[src/rtl/led_pattern_gen.sv]
// LED pattern engine: SHIFT / FLASH / PINGPONG animations, four speeds, RGB routing.
// Define LED_PWM_DIM_EN to add btn2-controlled PWM dimming of the colour outputs.
module led_pattern_gen #(
  parameter int NB_LED     = 4,
  parameter int NB_CNT     = 16,
  parameter int NB_BUTTONS = 4,
  parameter int NB_SW      = 4,
  parameter int LIMIT_0    = 15,
  parameter int LIMIT_1    = 31,
  parameter int LIMIT_2    = 63,
  parameter int LIMIT_3    = 127
) (
  input  logic                  clock,
  input  logic                  i_reset,
  input  logic [NB_SW-1:0]      i_sw,
  input  logic [NB_BUTTONS-1:0] i_btn,
  output logic [NB_LED-1:0]     o_led,
  output logic [NB_LED-1:0]     o_led_r,
  output logic [NB_LED-1:0]     o_led_g,
  output logic [NB_LED-1:0]     o_led_b,
  output logic                  o_tick
);

  typedef enum logic [1:0] {M_SHIFT, M_FLASH, M_PINGPONG} mode_e;
  typedef enum logic [1:0] {C_RED, C_GREEN, C_BLUE} colour_e;

  logic [3:0]        sync1_q, sync2_q, hist_q, btn_edge;
  mode_e             mode_q, mode_d, mode_nxt, load_mode;
  colour_e           colour_q, colour_d;
  logic [NB_LED-1:0] pattern_q, pattern_d;
  logic              dir_up_q, dir_up_d;
  logic [NB_CNT-1:0] cnt_q, cnt_d, limit;
  logic              tick_q, tick_d;
  logic              pwm_on;
  logic              unused_in;

  assign unused_in = ^{i_sw, i_btn, btn_edge};

  // Two-flop synchroniser plus history flop gives a single-cycle rising-edge pulse.
  always_ff @(posedge clock or negedge i_reset) begin
    if (!i_reset) begin
      sync1_q <= '0;
      sync2_q <= '0;
      hist_q  <= '0;
    end else begin
      sync1_q <= i_btn[3:0];
      sync2_q <= sync1_q;
      hist_q  <= sync2_q;
    end
  end
  assign btn_edge = sync2_q & ~hist_q;

  always_comb begin
    case (i_sw[2:1])
      2'd0:    limit = NB_CNT'(LIMIT_0);
      2'd1:    limit = NB_CNT'(LIMIT_1);
      2'd2:    limit = NB_CNT'(LIMIT_2);
      default: limit = NB_CNT'(LIMIT_3);
    endcase
  end

  always_comb begin
    case (mode_q)
      M_SHIFT: mode_nxt = M_FLASH;
      M_FLASH: mode_nxt = M_PINGPONG;
      default: mode_nxt = M_SHIFT;
    endcase
  end

  always_ff @(posedge clock or negedge i_reset) begin
    if (!i_reset) begin
      mode_q    <= M_SHIFT;
      colour_q  <= C_RED;
      pattern_q <= NB_LED'(1);
      dir_up_q  <= 1'b1;
      cnt_q     <= '0;
      tick_q    <= 1'b0;
    end else begin
      mode_q    <= mode_d;
      colour_q  <= colour_d;
      pattern_q <= pattern_d;
      dir_up_q  <= dir_up_d;
      cnt_q     <= cnt_d;
      tick_q    <= tick_d;
    end
  end

  always_comb begin
    mode_d    = mode_q;
    colour_d  = colour_q;
    pattern_d = pattern_q;
    dir_up_d  = dir_up_q;
    cnt_d     = cnt_q;
    tick_d    = 1'b0;
    load_mode = btn_edge[0] ? mode_nxt : mode_q;

    // >= rather than == so a downshift in speed never has to wrap the counter.
    if (i_sw[0]) begin
      if (cnt_q >= limit) begin
        cnt_d  = '0;
        tick_d = 1'b1;
      end else begin
        cnt_d = cnt_q + NB_CNT'(1);
      end
    end

    if (tick_d) begin
      case (mode_q)
        M_SHIFT:
          pattern_d = i_sw[3] ? {pattern_q[0], pattern_q[NB_LED-1:1]}
                              : {pattern_q[NB_LED-2:0], pattern_q[NB_LED-1]};
        M_FLASH: pattern_d = ~pattern_q;
        M_PINGPONG: begin
          if (dir_up_q) begin
            if (pattern_q[NB_LED-1]) begin
              dir_up_d  = 1'b0;
              pattern_d = pattern_q >> 1;
            end else begin
              pattern_d = pattern_q << 1;
            end
          end else begin
            if (pattern_q[0]) begin
              dir_up_d  = 1'b1;
              pattern_d = pattern_q << 1;
            end else begin
              pattern_d = pattern_q >> 1;
            end
          end
        end
        default: pattern_d = pattern_q;
      endcase
    end

    // Mode change or restart reloads the pattern and swallows any coincident tick.
    if (btn_edge[0] || btn_edge[3]) begin
      mode_d    = load_mode;
      pattern_d = (load_mode == M_FLASH) ? '0 : NB_LED'(1);
      dir_up_d  = 1'b1;
      cnt_d     = '0;
      tick_d    = 1'b0;
    end

    if (btn_edge[1]) begin
      case (colour_q)
        C_RED:   colour_d = C_GREEN;
        C_GREEN: colour_d = C_BLUE;
        default: colour_d = C_RED;
      endcase
    end
  end

`ifdef LED_PWM_DIM_EN
  // duty_q: 0 = 100%, 1 = 50%, 2 = 25%.
  logic [1:0] pwm_cnt_q, pwm_cnt_d, duty_q, duty_d;

  always_comb begin
    pwm_cnt_d = pwm_cnt_q + 2'd1;
    duty_d    = duty_q;
    if (btn_edge[2]) duty_d = (duty_q == 2'd2) ? 2'd0 : duty_q + 2'd1;
  end

  always_ff @(posedge clock or negedge i_reset) begin
    if (!i_reset) begin
      pwm_cnt_q <= '0;
      duty_q    <= '0;
    end else begin
      pwm_cnt_q <= pwm_cnt_d;
      duty_q    <= duty_d;
    end
  end

  assign pwm_on = (duty_q == 2'd0) ||
                  ((duty_q == 2'd1) && !pwm_cnt_q[0]) ||
                  ((duty_q == 2'd2) && (pwm_cnt_q == 2'd0));
`else
  assign pwm_on = 1'b1;
`endif

  assign o_led   = pattern_q;
  assign o_led_r = (colour_q == C_RED   && pwm_on) ? pattern_q : '0;
  assign o_led_g = (colour_q == C_GREEN && pwm_on) ? pattern_q : '0;
  assign o_led_b = (colour_q == C_BLUE  && pwm_on) ? pattern_q : '0;
  assign o_tick  = tick_q;

endmodule

[config.mk]
export PLATFORM = sky130hd
export DESIGN_NAME = led_pattern_gen
export DESIGN_NICKNAME = d
export VERILOG_FILES = /design/src/rtl/led_pattern_gen.sv
export SDC_FILE = /design/constraint.sdc
export NUM_CORES = 1
export LEC_CHECK = 0
export ABC_AREA = 0
export CAP_MARGIN = 20
export CORE_UTILIZATION = 40
export CTS_BUF_LIST = sky130_fd_sc_hd__clkbuf_8 sky130_fd_sc_hd__clkbuf_16
export CTS_CLUSTER_DIAMETER = 200
export DETAILED_ROUTE_END_ITERATION = 8
export GPL_TIMING_DRIVEN = 0
export HOLD_SLACK_MARGIN = 0.02
export PLACE_DENSITY = 0.69
export SYNTH_ARGS = -nofsm -noshare
export SYNTH_HDL_FRONTEND = slang
export SYNTH_SLANG_ARGS = --single-unit
export TNS_END_PERCENT = 50
[constraint.sdc]
create_clock -name clock -period 2.2 [get_ports clock]
set_input_delay 0.44 -clock clock [delete_from_list [all_inputs] [get_ports clock]]
set_output_delay 0.44 -clock clock [all_outputs]
set_load 0.05 [all_outputs]
==> impl_metrics.csv, run 1 <==
group,metric,value,unit
worst_setup_path,critPathMaxStageDelay,860,ps
timing,hold_viol,0,
timing,slew_headroom,47.6,%
cts,cts_sinks,35,
drt,wl,3.74,mm
yosys,avgSynthCellArea,9.77,sq um
place,placed_cells,270,
layout,final_util,52.8,%
yosys,ys_warn_count,0,
place,place_congestion,0.820,
layout,multi_input_area,955,sq um
drt,drtIter0Drc,91,
floorplanning,num_rows,24,
pwr,pwr-share-seq,36.6,%
layout,n_fill_cell,393,
yosys,synthCells,193,
pwr,ir_worst_vdd,0.487,mV
cts,post_cts_buffers,0,
layout,nNetsFinal,242,
drt,dr.pass1.iters,6,
layout,area_growth_syn_to_layout,24.4,%
layout,drive_gt1_share,14.2,%
place,port_buffers,25,
floorplanning,ios,27,
pwr,pwr-share-clk,34.8,%
worst_setup_path,rr_startpoint,"cnt_q[6]",
floorplanning,core-area,4440,sq um
pwr,p_int,1.36,mW
timing,fin_skew,13.7,ps
drt,antenna_left,0,
timing,max_slew.worst_pin.slew,776,ps
worst_setup_path,reg2reg_depth,6,
pwr,comb_power_share,28.6,%
cts,clockRootBuffer,"clkbuf_8",
floorplanning,start_util,42.4,%
place,pre_cts_slack,-414,ps
drt,vias_per_cell,5.35,
worst_setup_path,cp.required,1760,ps
cts,cts_hold_buf,0,
cts,cts.clk_slew.worst_paths,80,ps
layout,seq_area,878,sq um
grt,grt_max_degree,36,
yosys,async_flop_share,100,%
cts,insertion_delay,290,ps
cts,numCtsBuffers,5,
yosys,yosysSeqAreaShare,46.6,%
worst_setup_path,path_cells,"clkdlybuf4s50_1",
worst_setup_path,cp-startpoint,"o_led[1]",
timing,fin_hold_ws,221,ps
floorplanning,dieArea,4990,sq um
worst_setup_path,crit_buf_inv,1,
drt,drc,11,
pwr,leakage,1.03,nW
pwr,power_density,846,nW/um^2
worst_setup_path,critPathMaxFanout,10,
timing,fin_setup_tns,0,ps
pwr,finalPower,1.99,mW
cts,max-clock-path-buffers,2,
place,hpwl,2.64,mm
yosys,yosys.area.top_type_share,43.8,%
grt,grt_util_all_layers,16.5,%
yosys,synth_edf_count,0,
yosys,synth_fp_nets,210,
timing,rsz0062_at_grt,"no",
yosys,synth_ff_type,"dfrtp_1",
pwr,p_sw,0.629,mW
floorplanning,die_w,70.7,microns
cts,cts_tree,"yes",
timing,min_period_over_period,95.8,%
cts,htreeDepth,2,
grt,grt_pass1_wl,6.55,mm
worst_setup_path,worstReg2RegEnd,"o_led[0]",
worst_setup_path,reg2reg_slack,200,ps
timing,setup_viol,0,
run_status,violations,"DRC",
layout,antenna_cells,0,
worst_setup_path,endpoint,"o_led[1]",
drt,vias,1487,
yosys,synth_cell_types,44,
yosys,ys_ff_latch,35,
yosys,yosys-top-cells-area,"dfrtp_1, and2_1, ha_1, nor2_1, o21ai_0",
grt,antenna_found_initial,0,
layout,stdcell_area,2350,sq um
layout,final_cells,278,
timing,fin_crit,2110,ps
worst_setup_path,path_depth,1,
worst_setup_path,critPathSlowestCell,"clkdlybuf4s50_1",
floorplanning,dieHeight,70.7,microns
worst_setup_path,path_delay_family,"buffers and inverters",
grt,grt_overflow_total,0,
hold_path,hold_path.class,"primary input to asynchronous set/reset pin",
yosys,synth_top_cell_by_area,"dfrtp_1",
timing,slew_viol_final,0,
grt,grt_pass1_vias,1437,
worst_setup_path,arrival,1670,ps
worst_setup_path,crit_type,"flop to output port",
timing,fin_ws,91.7,ps
pwr,switching_share,31.7,%
timing,max_freq,474,MHz
yosys,syn_area,1890,sq um
worst_setup_path,startpoint_type,"flop",
worst_setup_path,end_kind,"output port",
job,maxCapViolCount,0,
drt,wire_per_inst,13.5,microns
run_status,status,"finished with violations",
place,placed_cell_area,2200,sq um
cells in the final DEF, fill, tap and decap left out, types with 3 or more instances in the layout:
cell type and count:
and2_1 16, ha_1 6, dfrtp_1 33, clkdlybuf4s50_1 10, inv_1 9, and3_1 3
nand2_1 7, nor3_1 3, nor2b_1 7, xnor2_1 7, a21oi_1 8, o31ai_1 3
o21ai_0 12, or4_1 3, dlygate4sd2_1 7, mux2_2 3, a31oi_1 3, nor3b_1 3
nor2_1 20, buf_2 4, clkdlybuf4s15_1 5, a211oi_1 3, clkbuf_8 5, nand2b_1 3
nand3_1 3
sequential cells by signal, summed over array words and instances (netlist names):
name / flops
mode_q: 2
sync1_q: 3
dir_up_q: 1
hist_q: 3
sync2_q: 3
colour_q: 2
o_tick: 1
o_led: 4
cnt_q: 16
metal layers:
metal	track usage (%)	wire, microns
met5	0	0
met4	4.67	34
met3	3.99	203
met2	27.7	1730
met1	21.3	1770
cell type report:
class                   instances  area share, %
inverters                       9           1.44
clock buffers                   5           2.93
plain buffers                   8           1.55
repair buffers                 25           10.3
well taps                      52           2.77
multi-input cells             141           40.7
flip-flops and latches         35           37.4
clock inverters                 3           2.88
power groups by stage:
stage | registers (mW) | logic (mW) | clock network (mW)
floorplan | 0.757 | 0.389 | 0
global placement | 0.737 | 0.571 | 0
detailed placement | 0.739 | 0.581 | 0
CTS | 0.727 | 0.562 | 0.703
global route | 0.737 | 0.624 | 0.727
finish | 0.727 | 0.567 | 0.691
what timing repair did:
item	CTS	global route
gates resized for setup	13	10
setup endpoints to repair	15	15
pin swaps	0	2
worst min path at each step:
stage / start / end / cells past startpoint
floorplan: i_reset / cnt_q[0] / 0
global placement: sync1_q[3] / sync2_q[3] / 0
detailed placement: sync1_q[3] / sync2_q[3] / 0
CTS: i_reset / o_led[2] / 1
global route: i_reset / o_led[2] / 1
finish: i_reset / cnt_q[12] / 1
kinds of logic (layout without fill, tap and decap cells):
logic type               after synthesis  in the layout  synth area share, %
XOR/XNOR                               7              7                 3.25
multiplexers                           3              3                 1.79
flip-flops                            35             35                 46.6
AND/OR/NAND/NOR                       83             83                 24.6
buffers and inverters                 17             50                 3.72
AO/OA/AOI/OAI                         41             41                 15.4
adder cells (fa/ha/maj)                7              7                 4.64
cell usage after synthesis (all sizes together) (2+ instances only):
library cell / number
or3: 2
a211oi: 3
nand3: 4
a31oi: 3
nor2b: 7
a21oi: 8
and2: 16
nor3b: 3
nor4: 3
nor2: 21
or2: 2
xnor2: 7
nand2: 8
dfstp: 2
o311ai: 2
ha: 7
o221a: 2
o31ai: 3
o21ai: 13
nand2b: 4
or4: 3
clkbuf: 4
mux2: 3
a32o: 2
inv: 9
nor3: 3
buf: 4
dfrtp: 33
and3: 3
Power figures use the tool's default switching activity.
==> inputs of run 2 (changes only) <==
--- a/config.mk
+++ b/config.mk
@@ -7,13 +7,14 @@
 export LEC_CHECK = 0
 export ABC_AREA = 0
 export CAP_MARGIN = 20
-export CORE_UTILIZATION = 40
+export CORE_ASPECT_RATIO = 1.1
+export CORE_UTILIZATION = 54
 export CTS_BUF_LIST = sky130_fd_sc_hd__clkbuf_8 sky130_fd_sc_hd__clkbuf_16
 export CTS_CLUSTER_DIAMETER = 200
 export DETAILED_ROUTE_END_ITERATION = 8
 export GPL_TIMING_DRIVEN = 0
 export HOLD_SLACK_MARGIN = 0.02
-export PLACE_DENSITY = 0.69
+export PLACE_DENSITY = 0.86
 export SYNTH_ARGS = -nofsm -noshare
 export SYNTH_HDL_FRONTEND = slang
 export SYNTH_SLANG_ARGS = --single-unit
==> run 2 against run 1 <==
Compared with the run above:
- the flow now finishes without violations
- largest cell class unchanged
- sequential share of layout area rose by 0.59 points
- routed wire length rose by 1.1%
- largest power group unchanged
- first-iteration DRC count rose by 4.4%
- sequential power barely moved
- register-to-register slack improved by 40 ps
- critical endpoint is now o_led_r[0]
- worst setup slack got worse by 32 ps
- clock-buffer cell count rose by 2
==> impl_metrics.csv, run 2 (synthesis results as in run 1) <==
group,metric,value,unit
grt,grt_max_degree,36,
cts,max-clock-path-buffers,2,
layout,largest_reg_flops,16,
timing,setup_viol,0,
pwr,power_density,774,nW/um^2
worst_setup_path,end_kind,"output port",
worst_setup_path,arrival,1700,ps
layout,nNetsFinal,243,
pwr,pwr-share-seq,40.7,%
place,pre_cts_slack,-341,ps
timing,max_slew.worst_pin.slew,798,ps
timing,hold_viol,0,
drt,wl,3.78,mm
grt,grt_util_all_layers,22.2,%
floorplanning,core-area,3330,sq um
timing,slew_viol_final,0,
cts,cts.clk_slew.worst_paths,70,ps
worst_setup_path,cp.required,1760,ps
drt,drtIter0Drc,95,
pwr,ir_worst_vdd,0.391,mV
timing,fin_crit,2140,ps
drt,dr.pass1.iters,4,
floorplanning,dieArea,3730,sq um
cts,cts_hold_buf,0,
timing,fin_hold_ws,220,ps
place,hpwl,2.58,mm
pwr,switching_share,33.9,%
pwr,p_int,1.18,mW
timing,fin_skew,9.03,ps
layout,drive_gt1_share,14.1,%
timing,slew_headroom,46.4,%
hold_path,hold_path.class,"primary input to asynchronous set/reset pin",
cts,clockRootBuffer,"clkbuf_8",
layout,area_growth_syn_to_layout,22.5,%
layout,layout_commonest_cell,"dfrtp_1",
layout,mostFrequentLayoutCells,"dfrtp_1, nor2_1, and2_1, o21ai_0, dlygate4sd2_1",
layout,regMostFlops,"cnt_q",
floorplanning,dieHeight,64.0,microns
pwr,comb_power_share,31.2,%
run_status,status,"completed",
worst_setup_path,crit_type,"flop to output port",
drt,antenna_left,0,
pwr,p_sw,0.606,mW
place,port_buffers,25,
floorplanning,ios,27,
job,maxCapViolCount,0,
drt,vias_per_cell,5.69,
grt,antenna_found_initial,0,
layout,antenna_cells,0,
drt,drc,0,
timing,max_freq,467,MHz
timing,min_period_over_period,97.3,%
grt,grt_overflow_total,0,
grt,grt_pass1_vias,1442,
worst_setup_path,startpoint_type,"flop",
worst_setup_path,critPathMaxFanout,10,
cts,insertion_delay,280,ps
pwr,pwr-share-clk,28.1,%
floorplanning,num_rows,22,
cts,htreeDepth,2,
cts,numCtsBuffers,5,
floorplanning,start_util,56.6,%
timing,rsz0062_at_grt,"no",
grt,grt_pass1_wl,6.33,mm
pwr,leakage,1.04,nW
place,place_congestion,0.870,
cts,cts_tree,"yes",
timing,fin_ws,60.0,ps
drt,wire_per_inst,13.7,microns
drt,vias,1564,
cts,cts_sinks,35,
floorplanning,die_w,58.3,microns
==> run 2: cell count changes in the layout (fill, tap and decap cells not counted), moves of 2 or more <==
cell / previous run / this run
dlygate4sd2_1: 7 / 11
bufinv_16: 2 / 0
buf_4: 0 / 2
clkbuf_8: 5 / 7
clkdlybuf4s15_1: 5 / 1
==> run 2: cell type report <==
cell class | instances | area [sq um]
Clock buffer | 7 | 96.3
Tap cell | 48 | 60.1
Multi-Input combinational cell | 141 | 955
Clock inverter | 1 | 3.75
Inverter | 9 | 33.8
Buffer | 8 | 38.8
Timing Repair Buffer | 26 | 244
Fill cell | 233 | 1020
Sequential cell | 35 | 878
==> run 2: worst paths after layout <==
kind | from | to | slack, ps | depth (start not counted)
max in group asynchronous | i_reset | cnt_q[5] | 1510 | 1
worst min register to register | sync1_q[1] | sync2_q[1] | 350 | 0
min in group clock | sync1_q[1] | sync2_q[1] | 350 | 0
worst max register to register | cnt_q[5] | o_led[0] | 240 | 6
worst max-delay path | o_led[0] | o_led_r[0] | 60 | 3
worst min-delay path | i_reset | sync1_q[1] | 220 | 1
==> run 2: worst max-delay path: stages (launching register included) <==
cell           delay, ps
dfstp_2              530
clkbuf_2             210
and2_1               150
dlygate4sd2_1        520
==> run 2: repair_timing <==
item,in CTS,in global routing
setup endpoints to repair,16,13
gates resized for setup,13,8
setup buffers,0,1
gates cloned,0,0
pin swaps,0,3
==> run 2: layer usage <==
metal  wire length (microns)  GRT usage [%]  vias up
li1                        -              -      740
met3                     194           4.25       10
met1                    1660           30.0      754
met4                      61           11.0        0
met2                    1870           33.9       60
met5                       0              0        -
==> run 2: power groups by stage <==
stage | registers, mW | clock network (mW) | logic [mW]
global placement | 0.737 | 0 | 0.564
finish | 0.727 | 0.503 | 0.558
floorplan | 0.757 | 0 | 0.389
detailed placement | 0.740 | 0 | 0.570
CTS | 0.727 | 0.510 | 0.553
global route | 0.734 | 0.538 | 0.610
==> run 2: stage by stage <==
stage                     util (%)  instance area, sq um  setup TNS, ps  instances  power (mW)
after floorplan                  -                  1890              0        193        1.15
after global placement        65.9                  2200          -4950        266        1.30
after detailed placement      65.8                  2190          -3780        266        1.31
after CTS                     68.3                  2280              0        274        1.79
after global routing          69.3                  2310              0        275        1.88
final                         69.3                  2310              0        275        1.79
